==> src/rtl/adc_spi_master_pkg.sv <==
// Shared types and constants for the ADC SPI master: FSM states, SPI mode-0 levels
// and per-ADC transfer defaults.
package adc_spi_master_pkg;

  typedef enum logic [2:0] {
    IDLE,
    SETUP,
    SHIFT,
    HOLD,
    DONE
  } spi_state_e;

  // Mode 0: SCK idles low, data captured on the rising edge.
  localparam logic SPI_CPOL  = 1'b0;
  localparam logic SCK_IDLE  = SPI_CPOL;
  localparam logic MOSI_IDLE = 1'b0;

  localparam int AD4030_DATA_WIDTH  = 24;
  localparam int AD4030_CLK_DIV     = 2;
  localparam int ADS8689_DATA_WIDTH = 32;
  localparam int ADS8689_CLK_DIV    = 4;
  localparam int DEFAULT_CS_SETUP   = 2;
  localparam int DEFAULT_CS_HOLD    = 2;

  function automatic int max2(input int a, input int b);
    return (a > b) ? a : b;
  endfunction

  // Width of a counter running 0..n-1, never narrower than one bit.
  function automatic int cnt_width(input int n);
    return (n > 1) ? $clog2(n) : 1;
  endfunction

endpackage

==> src/rtl/adc_spi_sck_gen.sv <==
// SCK generator: CLK_DIV clocks per half-period while enabled, with strobes marking
// the clock on which SCK rises or falls. Parks SCK at its idle level when disabled.
module adc_spi_sck_gen
  import adc_spi_master_pkg::*;
#(
  parameter int CLK_DIV = AD4030_CLK_DIV
) (
  input  logic i_clk,
  input  logic i_rst,
  input  logic en,
  output logic sck,
  output logic rise_stb,
  output logic fall_stb
);

  localparam int DIV_W = cnt_width(CLK_DIV);

  logic [DIV_W-1:0] div_cnt;
  logic             half_end;

  assign half_end = en && (div_cnt == DIV_W'(CLK_DIV - 1));
  assign rise_stb = half_end && (sck == SCK_IDLE);
  assign fall_stb = half_end && (sck != SCK_IDLE);

  // NOTE: sequential state uses non-blocking assignments only, so every flop samples
  // pre-edge values regardless of the order in which always blocks execute.
  always_ff @(posedge i_clk or negedge i_rst) begin
    if (!i_rst) begin
      div_cnt <= '0;
      sck     <= SCK_IDLE;
    end else if (!en) begin
      div_cnt <= '0;
      sck     <= SCK_IDLE;
    end else if (half_end) begin
      div_cnt <= '0;
      sck     <= ~sck;
    end else begin
      div_cnt <= div_cnt + 1'b1;
    end
  end

endmodule

==> src/rtl/adc_spi_master.sv <==
// Single-channel mode-0 SPI master for the ADC front ends: one fixed-length full-duplex
// transfer per start rising edge. Define ADC_SPI_XFER_CNT_EN to add the o_xfer_cnt debug counter.
module adc_spi_master
  import adc_spi_master_pkg::*;
#(
  parameter int DATA_WIDTH   = AD4030_DATA_WIDTH,
  parameter int CLK_DIV      = AD4030_CLK_DIV,
  parameter int CS_SETUP_CYC = DEFAULT_CS_SETUP,
  parameter int CS_HOLD_CYC  = DEFAULT_CS_HOLD
) (
  input  logic                  i_clk,
  input  logic                  i_rst,
  input  logic                  i_spi_start,
  input  logic [DATA_WIDTH-1:0] i_mosi_data,
  output logic [DATA_WIDTH-1:0] o_miso_data,
  output logic                  o_data_valid,
  output logic                  o_busy,
  output logic                  o_spi_cs_n,
  output logic                  o_spi_sck,
  output logic                  o_spi_mosi,
  input  logic                  i_spi_miso
`ifdef ADC_SPI_XFER_CNT_EN
  ,
  output logic [15:0]           o_xfer_cnt
`endif
);

  localparam int BIT_W   = cnt_width(DATA_WIDTH);
  localparam int PHASE_W = cnt_width(max2(CS_SETUP_CYC, CS_HOLD_CYC));

  spi_state_e            state;
  logic                  start_q;
  logic                  start_rise;
  logic [BIT_W-1:0]      bit_cnt;
  logic [PHASE_W-1:0]    phase_cnt;
  logic [DATA_WIDTH-2:0] tx_sr;      // bits still to send after the one on o_spi_mosi
  logic [DATA_WIDTH-1:0] rx_sr;
  logic                  sck_en;
  logic                  rise_stb;
  logic                  fall_stb;
  logic                  last_bit;

  assign start_rise = i_spi_start && !start_q;
  assign sck_en     = (state == SHIFT);
  assign last_bit   = (bit_cnt == BIT_W'(DATA_WIDTH - 1));

  adc_spi_sck_gen #(
    .CLK_DIV(CLK_DIV)
  ) u_sck_gen (
    .i_clk   (i_clk),
    .i_rst   (i_rst),
    .en      (sck_en),
    .sck     (o_spi_sck),
    .rise_stb(rise_stb),
    .fall_stb(fall_stb)
  );

  always_ff @(posedge i_clk or negedge i_rst) begin
    if (!i_rst) begin
      state        <= IDLE;
      start_q      <= 1'b0;
      bit_cnt      <= '0;
      phase_cnt    <= '0;
      tx_sr        <= '0;
      rx_sr        <= '0;
      o_miso_data  <= '0;
      o_data_valid <= 1'b0;
      o_busy       <= 1'b0;
      o_spi_cs_n   <= 1'b1;
      o_spi_mosi   <= MOSI_IDLE;
    end else begin
      start_q      <= i_spi_start;
      o_data_valid <= 1'b0;

      unique case (state)
        IDLE: begin
          // Edges arriving in any other state are simply ignored, never queued.
          if (start_rise) begin
            tx_sr      <= i_mosi_data[DATA_WIDTH-2:0];
            o_spi_mosi <= i_mosi_data[DATA_WIDTH-1];
            rx_sr      <= '0;
            bit_cnt    <= '0;
            phase_cnt  <= '0;
            o_busy     <= 1'b1;
            o_spi_cs_n <= 1'b0;
            state      <= SETUP;
          end
        end

        SETUP: begin
          if (phase_cnt == PHASE_W'(CS_SETUP_CYC - 1)) begin
            phase_cnt <= '0;
            state     <= SHIFT;
          end else begin
            phase_cnt <= phase_cnt + 1'b1;
          end
        end

        SHIFT: begin
          if (rise_stb) begin
            rx_sr <= {rx_sr[DATA_WIDTH-2:0], i_spi_miso};
          end
          if (fall_stb) begin
            if (last_bit) begin
              bit_cnt <= '0;
              state   <= HOLD;
            end else begin
              bit_cnt    <= bit_cnt + 1'b1;
              o_spi_mosi <= tx_sr[DATA_WIDTH-2];
              tx_sr      <= {tx_sr[DATA_WIDTH-3:0], 1'b0};
            end
          end
        end

        HOLD: begin
          if (phase_cnt == PHASE_W'(CS_HOLD_CYC - 1)) begin
            phase_cnt    <= '0;
            o_spi_cs_n   <= 1'b1;
            o_spi_mosi   <= MOSI_IDLE;
            o_data_valid <= 1'b1;
            o_miso_data  <= rx_sr;
            state        <= DONE;
          end else begin
            phase_cnt <= phase_cnt + 1'b1;
          end
        end

        DONE: begin
          o_busy <= 1'b0;
          state  <= IDLE;
        end

        default: state <= IDLE;
      endcase
    end
  end

`ifdef ADC_SPI_XFER_CNT_EN
  always_ff @(posedge i_clk or negedge i_rst) begin
    if (!i_rst) begin
      o_xfer_cnt <= '0;
    end else if (o_data_valid) begin
      o_xfer_cnt <= o_xfer_cnt + 16'd1;
    end
  end
`endif

endmodule

==> config.mk <==
export PLATFORM = sky130hd
export DESIGN_NAME = adc_spi_master
export DESIGN_NICKNAME = d
export VERILOG_FILES = /design/src/rtl/adc_spi_master_pkg.sv /design/src/rtl/adc_spi_sck_gen.sv /design/src/rtl/adc_spi_master.sv
export SDC_FILE = /design/constraint.sdc
export NUM_CORES = 1
export LEC_CHECK = 0
export CAP_MARGIN = 20
export CORE_UTILIZATION = 33
export DETAILED_ROUTE_END_ITERATION = 10
export SYNTH_ARGS = -nofsm -noshare
export SYNTH_HDL_FRONTEND = slang
export SYNTH_SLANG_ARGS = --single-unit
==> constraint.sdc <==
create_clock -name i_clk -period 2.4 [get_ports i_clk]
set_input_delay 0.48 -clock i_clk [delete_from_list [all_inputs] [get_ports i_clk]]
set_output_delay 0.48 -clock i_clk [all_outputs]
set_load 0.02 [all_outputs]
==> flow_summary_export.csv <==
group,metric,value,unit
run_status,status,"completed",
clocking,cts_tree,"built",
final_layout,design_area,4626,sq um
critical_path,crit_arrival,1.48,ns
global_route,track_usage,0.1362,
critical_path,cp-end-kind,"primary output",
timing,setup_tns,0,ns
placement,placed_area,4444,sq um
timing,tightestPinTransition,0.7156,ns
route,wirelength,7.181,mm
placement,place_ws,0.3193,ns
timing,fin_ws,0.4381,ns
route,drt-initial-drc-count,77,
final_layout,syn_to_final_growth,24.69,%
route,drt-wirelength-per-cell,12.82,um
route,postRouteAntennaNets,0,
clocking,clk_pin_slew_worst_paths,0.08,ns
route,vias,2567,
floorplanning,die_w,108.0,um
synthesis,synth-edff-count,0,
pwr,pwr_density_cell,541.8,nW/um^2
final_layout,fin_cells,560,
pwr,p_leak,0.002276,uW
synthesis,synth_cell_types,34,
timing,hold_viol,0,
floorplanning,initial_core_util,0.3407,
synthesis,synth_nets,388,
critical_path,max_stage_delay,0.59,ns
floorplanning,fp.dieH,108.0,um
critical_path,crit_fanout,2,
final_layout,drive_gt1_frac,0.1429,
global_route,first_global_vias,2686,
pwr,peakVddDrop,0.2851,mV
clocking,cts-resized-gates,0,
route,drc,0,
critical_path,cp_cell_sequence,"clkdlybuf4s50_1",
critical_path,critPathKind,"register to primary output",
clocking,numCtsBuffers,9,
final_layout,fin_nets,444,
synthesis,synthesis.area,3710,sq um
floorplanning,rows,38,
timing,fin_skew,0.01110,ns
global_route,grt_pass1_wl,12.28,mm
timing,fin_crit_sh,0.8175,
pwr,p_total,2506,uW
run,cap_violations,0,
placement,dp_cells,544,
global_route,antenna_found_initial,0,
global_route,grt-ovfl-total,0,
floorplanning,ios,57,
clocking,cts_hold_buf,0,
critical_path,cp-start-kind,"register",
synthesis,yosysWarningCount,0,
timing,grt_setup_unrepaired,"false",
critical_path,crit_required,1.92,ns
synthesis,avgSynthCellArea,10.33,sq um
clocking,clockBufferDepth,2,
critical_path,cpLargestDelayFamily,"buffers and inverters",
timing,slew_violations,0,
synthesis,ys_seq_area_frac,0.5872,
critical_path,rrSetupSlack,0.50,ns
placement,gp_congestion,0.7580,
timing,final-setup-viol-count,0,
floorplanning,core-area,10890,sq um
worst_hold_path,hp-class,"input pin to asynchronous set/reset pin",
global_route,grt_max_degree,49,
critical_path,cpMaxStageDelayCell,"clkdlybuf4s50_1",
route,firstDrtPassIters,4,
clocking,cts-root-buf,"clkbuf_8",
critical_path,critical_path_buf_inv_count,1,
floorplanning,die-area,11670,sq um
clocking,cts_sinks,87,
final_layout,n_antenna_cell,0,
timing,fmax,0.5097,GHz
synthesis,async_flop_share,1.000,
placement,hpwl,4.690,mm
timing,post-route-min-period,1.962,ns
clocking,clock_latency,0.36,ns
synthesis,netlist_instances,359,
timing,relSlewSlack,0.5200,
clocking,h-tree-depth,3,
route,viasPerCell,4.584,
placement,port_buffers,56,
clocking,cts_setup_buffers,0,
synthesis,ys_ff_latch,87,
synthesis,synthFlopType,"dfrtp_1",
==> cell usage in the layout, fill, tap and decap left out, types with 3 or more instances in the layout <==
master / synthesis / layout
nand2_1: 128 / 128
dfrtp_1: 86 / 86
clkdlybuf4s50_1: 0 / 55
o21ai_0: 34 / 33
mux2_2: 29 / 29
mux2_1: 16 / 16
clkbuf_8: 0 / 10
nor2_1: 9 / 9
buf_4: 0 / 8
a21oi_1: 5 / 5
inv_1: 3 / 3
o31ai_1: 3 / 3
==> layout make-up <==
| class | instances | area (sq um) |
|---|---|---|
| repair buffers | 65 | 650.6 |
| inverters | 4 | 15.01 |
| well taps | 140 | 175.2 |
| flip-flops and latches | 87 | 2178 |
| multi-input cells | 248 | 1425 |
| fillers | 1092 | 6262 |
| clock buffers | 10 | 137.6 |
| clock inverters | 6 | 43.79 |
==> final timing paths <==
path | start | endpoint | cells past startpoint
worst max-delay path | o_spi_cs_n$_DFFE_PN1P_ | o_spi_cs_n | 1
worst min-delay path | i_rst | tx_sr[8]$_DFFE_PN0P_ | 1
worst max register to register | state[2]$_DFFE_PN0P_ | tx_sr[21]$_DFFE_PN0P_ | 4
worst min register to register | rx_sr[23]$_DFFE_PN0P_ | o_miso_data[23]$_DFFE_PN0P_ | 2
max in group asynchronous | i_rst | rx_sr[16]$_DFFE_PN0P_ | 2
min in group i_clk | rx_sr[23]$_DFFE_PN0P_ | o_miso_data[23]$_DFFE_PN0P_ | 2
==> routing by layer <==
layer | wire length [um] | vias up | GRT usage
met2 | 3502 | 44 | 0.2343
met1 | 3307 | 1219 | 0.1640
met3 | 274 | 9 | 0.03617
li1 | - | 1295 | -
met4 | 96 | 0 | 0.04697
met5 | 0 | - | 0
==> per-stage QoR <==
step,hold slack (ns),util
floorplan,0.1844,-
global placement,0.4613,0.4082
detailed placement,0.4612,0.4082
CTS,0.1356,0.4248
global route,0.1590,0.4248
finish,0.1237,0.4248
==> power breakdown <==
group / internal (uW) / switching (uW) / total, uW
clock: 408 / 525 / 933
sequential: 1480 / 8.47 / 1480
combinational: 47.2 / 42.0 / 89.2
total: 1930 / 575 / 2510
==> synth_stat cells (2+ instances only) <==
library cell | n | area [sq um]
buf_2 | 7 | 35.03
inv_1 | 3 | 11.26
nor2b_1 | 2 | 12.51
mux2_1 | 16 | 180.2
dfrtp_1 | 86 | 2152
nand4_1 | 2 | 12.51
a21oi_1 | 5 | 25.02
xnor2_1 | 2 | 17.52
nand3_1 | 2 | 10.01
mux2_2 | 29 | 326.6
nand2_1 | 128 | 480.5
o31ai_1 | 3 | 22.52
buf_6 | 2 | 22.52
o21ai_0 | 34 | 170.2
nor2_1 | 9 | 33.78
clkbuf_1 | 11 | 41.29
==> flip-flops by register name, indices dropped and copies added, names as in the netlist <==
name,count
tx_sr,23
o_spi_mosi,1
o_miso_data,24
o_spi_cs_n,1
u_sck_gen.sck,1
o_data_valid,1
rx_sr,24
state,3
o_busy,1
phase_cnt,1
u_sck_gen.div_cnt,1
start_q,1
bit_cnt,5
==> cells by family after synthesis <==
kind of cell,count (synthesis),share of synthesized area
xor+xnor,2,0.004723
flops,87,0.5872
buf+inv,24,0.03069
simple gates,151,0.1639
mux,45,0.1366
fa+ha+maj,1,0.003372
compound gates,49,0.07352
Note: power is estimated with default switching activity, not from simulation.
